File: src/rtl/aludec_seq.sv
// Registered, valid/ready ALU decoder with a multi-cycle MUL execute stall.
// Optional ALUDEC_SEQ_ILLEGAL_EN adds a registered 'illegal' flag for unknown op/funct.
module aludec_seq #(
    parameter int unsigned OP_W       = 4,
    parameter int unsigned FUNCT_W    = 6,
    parameter int unsigned CTRL_W     = 4,
    parameter int unsigned MUL_CYCLES = 4
) (
    input  logic               clk,
    input  logic               reset,
    input  logic               in_valid,
    output logic               in_ready,
    input  logic [OP_W-1:0]    op,
    input  logic [FUNCT_W-1:0] funct,
    output logic               out_valid,
    input  logic               out_ready,
    output logic [CTRL_W-1:0]  alu_control,
    output logic               busy
`ifdef ALUDEC_SEQ_ILLEGAL_EN
    ,
    output logic               illegal
`endif
);

    localparam int unsigned CNT_W = $clog2(MUL_CYCLES) + 1;

    localparam logic [3:0] C_AND  = 4'b0000;
    localparam logic [3:0] C_OR   = 4'b0001;
    localparam logic [3:0] C_ADD  = 4'b0010;
    localparam logic [3:0] C_NOR  = 4'b0011;
    localparam logic [3:0] C_XOR  = 4'b0100;
    localparam logic [3:0] C_SUB  = 4'b0110;
    localparam logic [3:0] C_SLT  = 4'b0111;
    localparam logic [3:0] C_MUL  = 4'b1001;
    localparam logic [3:0] C_SLL  = 4'b1010;
    localparam logic [3:0] C_SRL  = 4'b1101;
    localparam logic [3:0] C_SLTU = 4'b1110;
    localparam logic [3:0] C_SRA  = 4'b1111;

    typedef enum logic [1:0] {
        S_IDLE  = 2'd0,
        S_EXEC  = 2'd1,
        S_VALID = 2'd2
    } state_e;

    state_e             state_q, state_d;
    logic [CNT_W-1:0]   cnt_q, cnt_d;
    logic [CTRL_W-1:0]  ctrl_q, ctrl_d;
    logic               out_valid_q, busy_q;
    logic               accept, load;
    logic [3:0]         dec_code;
    logic               dec_unk, dec_mul;

    // Pure decode of the incoming op/funct; unknown encodings fall back to ADD.
    always_comb begin
        dec_code = C_ADD;
        dec_unk  = 1'b0;
        dec_mul  = 1'b0;
        if (op == '0) begin
            if (|(funct >> 6)) begin
                dec_unk = 1'b1;
            end else begin
                case (funct[5:0])
                    6'b100100: dec_code = C_AND;
                    6'b100101: dec_code = C_OR;
                    6'b100000: dec_code = C_ADD;
                    6'b100010: dec_code = C_SUB;
                    6'b101010: dec_code = C_SLT;
                    6'b100111: dec_code = C_NOR;
                    6'b011000: begin
                        dec_code = C_MUL;
                        dec_mul  = 1'b1;
                    end
                    6'b000000: dec_code = C_SLL;
                    6'b000010: dec_code = C_SRL;
                    6'b100110: dec_code = C_XOR;
                    6'b101011: dec_code = C_SLTU;
                    6'b000011: dec_code = C_SRA;
                    default:   dec_unk  = 1'b1;
                endcase
            end
        end else begin
            case (op)
                OP_W'(1): dec_code = C_ADD;
                OP_W'(2): dec_code = C_AND;
                OP_W'(3): dec_code = C_OR;
                OP_W'(4): dec_code = C_SLT;
                OP_W'(5): dec_code = C_ADD;
                OP_W'(6): dec_code = C_ADD;
                OP_W'(7): dec_code = C_SUB;
                OP_W'(8): dec_code = C_XOR;
                default:  dec_unk  = 1'b1;
            endcase
        end
    end

    assign in_ready = ~reset & ((state_q == S_IDLE) | ((state_q == S_VALID) & out_ready));
    assign accept   = in_valid & in_ready;

    // Next-state: load on accept, count down MUL, drain on out_ready.
    always_comb begin
        state_d = state_q;
        cnt_d   = cnt_q;
        ctrl_d  = ctrl_q;
        load    = 1'b0;
        case (state_q)
            S_IDLE: load = accept;
            S_EXEC: begin
                if (cnt_q == '0) begin
                    state_d = S_VALID;
                end else begin
                    cnt_d = cnt_q - CNT_W'(1);
                end
            end
            S_VALID: begin
                if (out_ready) begin
                    if (accept) begin
                        load = 1'b1;
                    end else begin
                        state_d = S_IDLE;
                    end
                end
            end
            default: state_d = S_IDLE;
        endcase
        if (load) begin
            ctrl_d = CTRL_W'(dec_code);
            if (dec_mul && (MUL_CYCLES > 1)) begin
                state_d = S_EXEC;
                cnt_d   = CNT_W'(MUL_CYCLES - 2);
            end else begin
                state_d = S_VALID;
            end
        end
    end

    always_ff @(posedge clk) begin
        if (reset) begin
            state_q     <= S_IDLE;
            cnt_q       <= '0;
            ctrl_q      <= CTRL_W'(C_ADD);
            out_valid_q <= 1'b0;
            busy_q      <= 1'b0;
        end else begin
            state_q     <= state_d;
            cnt_q       <= cnt_d;
            ctrl_q      <= ctrl_d;
            out_valid_q <= (state_d == S_VALID);
            busy_q      <= (state_d == S_EXEC);
        end
    end

    assign out_valid   = out_valid_q;
    assign busy        = busy_q;
    assign alu_control = ctrl_q;

`ifdef ALUDEC_SEQ_ILLEGAL_EN
    logic ill_q;

    always_ff @(posedge clk) begin
        if (reset) begin
            ill_q <= 1'b0;
        end else if (load) begin
            ill_q <= dec_unk;
        end
    end

    assign illegal = ill_q;
`else
    logic unused_dec_unk;
    assign unused_dec_unk = dec_unk;
`endif

endmodule
File: config.mk
export PLATFORM = sky130hd
export DESIGN_NAME = aludec_seq
export DESIGN_NICKNAME = d
export VERILOG_FILES = /design/src/rtl/aludec_seq.sv
export SDC_FILE = /design/constraint.sdc
export NUM_CORES = 1
export LEC_CHECK = 0
export ABC_CLOCK_PERIOD_IN_PS = 1850
export CELL_PAD_IN_SITES_DETAIL_PLACEMENT = 1
export CELL_PAD_IN_SITES_GLOBAL_PLACEMENT = 1
export CORE_MARGIN = 10
export CORE_UTILIZATION = 33
export CTS_CLUSTER_DIAMETER = 40
export CTS_CLUSTER_SIZE = 28
export DETAILED_ROUTE_END_ITERATION = 8
export PLACE_DENSITY_LB_ADDON = 0.1
export SETUP_SLACK_MARGIN = 0.3
export SLEW_MARGIN = 20
export SYNTH_ARGS = -nofsm -noshare
export SYNTH_HDL_FRONTEND = slang
export SYNTH_SLANG_ARGS = --single-unit
File: constraint.sdc
create_clock -name clk -period 1.85 [get_ports clk]
set_clock_uncertainty 0.2 [all_clocks]
set_input_delay 0.37 -clock clk [delete_from_list [all_inputs] [get_ports clk]]
set_output_delay 0.37 -clock clk [all_outputs]
set_load 0.05 [all_outputs]
==> flow_summary.toml <==
[drt]
drtPass1Iterations = 4
drtIter0Drc = 14
drc = 0
wirelength_um = 3090
avgRoutedWirePerCell_um = 16.9
routed-via-count = 966
via_per_inst = 5.28
ant_nets = 0

[placement]
dp_cells = 170
portBuffers = 20
dpl_cell_area_mm2 = 0.00118
dp_hpwl_um = 2210
gp_congestion = 0.814

[critical_path]
cp-start-kind = "flip-flop"
reg2reg_depth = 7
crit_fanout = 4
arrival_ns = 1.63
critical_path_class = "reg2reg"
cp.required_ns = 1.80
critPathCapture = "state_q[1]$_SDFF_PP0_"
critPathCaptureType = "flip-flop"
rr_startpoint = "state_q[1]$_SDFF_PP0_"
crit_start = "state_q[1]$_SDFF_PP0_"
rrSetupSlack_ns = 0.17
reg2reg_to = "state_q[1]$_SDFF_PP0_"

[synth]
yosys_register_bits = 11
synth_ff_type = "dfxtp_1"
synth_area_um2 = 759
synthCells = 101
async_flop_share_pct = 0
yosys-top-cells-area = "dfxtp_1 (29%), a21oi_1 (5.9%), nor3_1 (5.9%)"
yosysUniqueCellTypes = 38
syn_nets = 117
synth.yosys.seq_area_share_pct = 29.0
avgSynthCellArea_um2 = 7.52
synth-edff-count = 0
yosysWarnings = 0
yosysTopAreaCell = "dfxtp_1"
synth_top_cell_area_share_pct = 29.0

[final_layout]
final_cells = 183
final_area_mm2 = 0.00137
fillers = 275
drive_above_1_share_pct = 51.0
postLayoutCoreUtil_pct = 61.8
final_cell_mix = "buf_4 (35), nand2_1 (8), a21oi_1 (8)"
nets = 172
layout_commonest_cell = "buf_4"
syn_to_final_growth_pct = 79.9
insertedDiodeCount = 0

[clock_tree]
ctsRootBufferMaster = "clkbuf_4"
clock_path_buffers = 2
cts_hold_buf = 0
worstSkewPairLatency_ns = 0.28
clkSinkCount = 11
clkSlewWorstSetupHoldPaths_ns = 0.07
htreeDepth = 1
cts-buffers-inserted = 3
cts_tree = "done"

[global_routing]
overflow = 0
antenna_found_initial = 0
gr-usage-all-layers_pct = 12.4
grt_pass1_vias = 1032
grt_pass1_wl_um = 4530
grt_max_degree = 13

[timing]
finalSetupViolCount = 0
max_freq_mhz = 595
tightest_slew_ns = 0.471
tns_ns = 0
period_needed_ns = 1.68
rsz0062_at_grt = "true"
drv_slew = 0
fin_crit_sh_pct = 90.9
finalHoldViolCount = 0
max_slew_margin_pct = 68.4

[outcome]
status = "completed"

[floorplan]
row_count = 17
initial_core_util_pct = 34.3
die-area_mm2 = 0.00462
die_y_um = 68.0
io_pins = 21
die_x_um = 68.0
core_mm2 = 0.00221

[power_and_ir_drop]
power_w = 0.000633
p_leak_nw = 0.581
peakVddDrop_mv = 0.256
power_density_mw_per_mm2 = 464

[worst_hold_path]
hp-class = "reg2reg"

[flow_run]
maxCapViolCount = 0
==> registers in the layout (all words and copies together) (netlist names) <==
name         cells
busy             1
alu_control      4
out_valid        1
state_q          2
cnt_q            3
==> worst min path at each step <==
| stage | startpoint | endpoint | slack [ns] | depth (start not counted) |
|---|---|---|---|---|
| final | alu_control[3]$_SDFFE_PP0P_ | alu_control[3]$_SDFFE_PP0P_ | 0.31 | 2 |
| after global routing | alu_control[3]$_SDFFE_PP0P_ | alu_control[3]$_SDFFE_PP0P_ | 0.32 | 2 |
| after CTS | alu_control[3]$_SDFFE_PP0P_ | alu_control[3]$_SDFFE_PP0P_ | 0.28 | 2 |
| after detailed placement | alu_control[3]$_SDFFE_PP0P_ | alu_control[3]$_SDFFE_PP0P_ | 0.27 | 2 |
| after global placement | alu_control[3]$_SDFFE_PP0P_ | alu_control[3]$_SDFFE_PP0P_ | 0.26 | 2 |
| after floorplan | reset | out_valid$_SDFF_PP0_ | 0.25 | 1 |
==> per-stage QoR <==
stage               setup slack [ns]  hold slack (ns)
floorplan                      0.129            0.249
global placement              -0.401            0.258
detailed placement            -0.455            0.266
CTS                            0.161            0.278
global route                  0.0928            0.318
finish                         0.169            0.311
==> cells in the mapped netlist (2+ instances only) <==
| library cell | instances |
|---|---|
| dfxtp_1 | 11 |
| a21oi_1 | 9 |
| nor2_1 | 9 |
| nor3_1 | 9 |
| nand2_1 | 8 |
| inv_1 | 5 |
| nand2b_1 | 4 |
| nand3_1 | 4 |
| nor2b_1 | 3 |
| nor3b_1 | 3 |
| o21ai_0 | 3 |
| ha_1 | 2 |
| nand3b_1 | 2 |
| nand4_1 | 2 |
| nor4_1 | 2 |
| o21ai_1 | 2 |
| xor2_1 | 2 |
==> kinds of logic (layout without fill, tap and decap cells) <==
group | count (synthesis) | in the layout | share of synthesized area [%]
AOI/OAI and AO/OA | 23 | 23 | 19.1
xor gates and xnor gates | 3 | 3 | 3.46
adders and majority gates | 2 | 2 | 3.29
buffers and inverters | 10 | 64 | 6.59
DFF | 11 | 11 | 29.0
and+or+nand+nor | 52 | 52 | 38.5
==> routing by layer <==
layer,wire length (um),track usage (%),up-vias
li1,-,-,473
met1,1120,12.6,466
met2,1770,24.1,21
met3,123,1.47,6
met4,71,6.03,0
met5,0,0,-
==> critical path, cell delays in order (launching register included) <==
cell and delay [ns]:
dfxtp_4 0.35, buf_4 0.15, nand2b_1 0.13, nand3_2 0.11
buf_4 0.16, nor3_4 0.26, buf_6 0.16, nor3_2 0.05
==> final cells by class <==
| class | count | area, um2 | share of cell area [%] |
|---|---|---|---|
| clock buffer | 4 | 26.3 | 1.92 |
| inverter | 6 | 22.5 | 1.65 |
| multi-input combinational | 80 | 619 | 45.3 |
| sequential | 11 | 228 | 16.7 |
| tap | 28 | 35.0 | 2.56 |
| timing repair buffer | 54 | 435 | 31.9 |
==> what timing repair did <==
item	in CTS	in global routing
cloned	1	0
resized for setup	50	18
endpoints found under the setup margin	12	12
setup buffers	3	5
pin swaps	14	9
hold endpoints to repair	0	0
==> report_power, final <==
part | total [W] | leakage [nW] | switching, W | internal [W]
clock network | 0.000172 | 0.0150 | 0.0000877 | 0.0000838
logic | 0.000215 | 0.474 | 0.000115 | 0.000100
registers | 0.000247 | 0.0918 | 0.00000410 | 0.000243
total | 0.000633 | 0.581 | 0.000206 | 0.000427
Power figures use the tool's default switching activity.
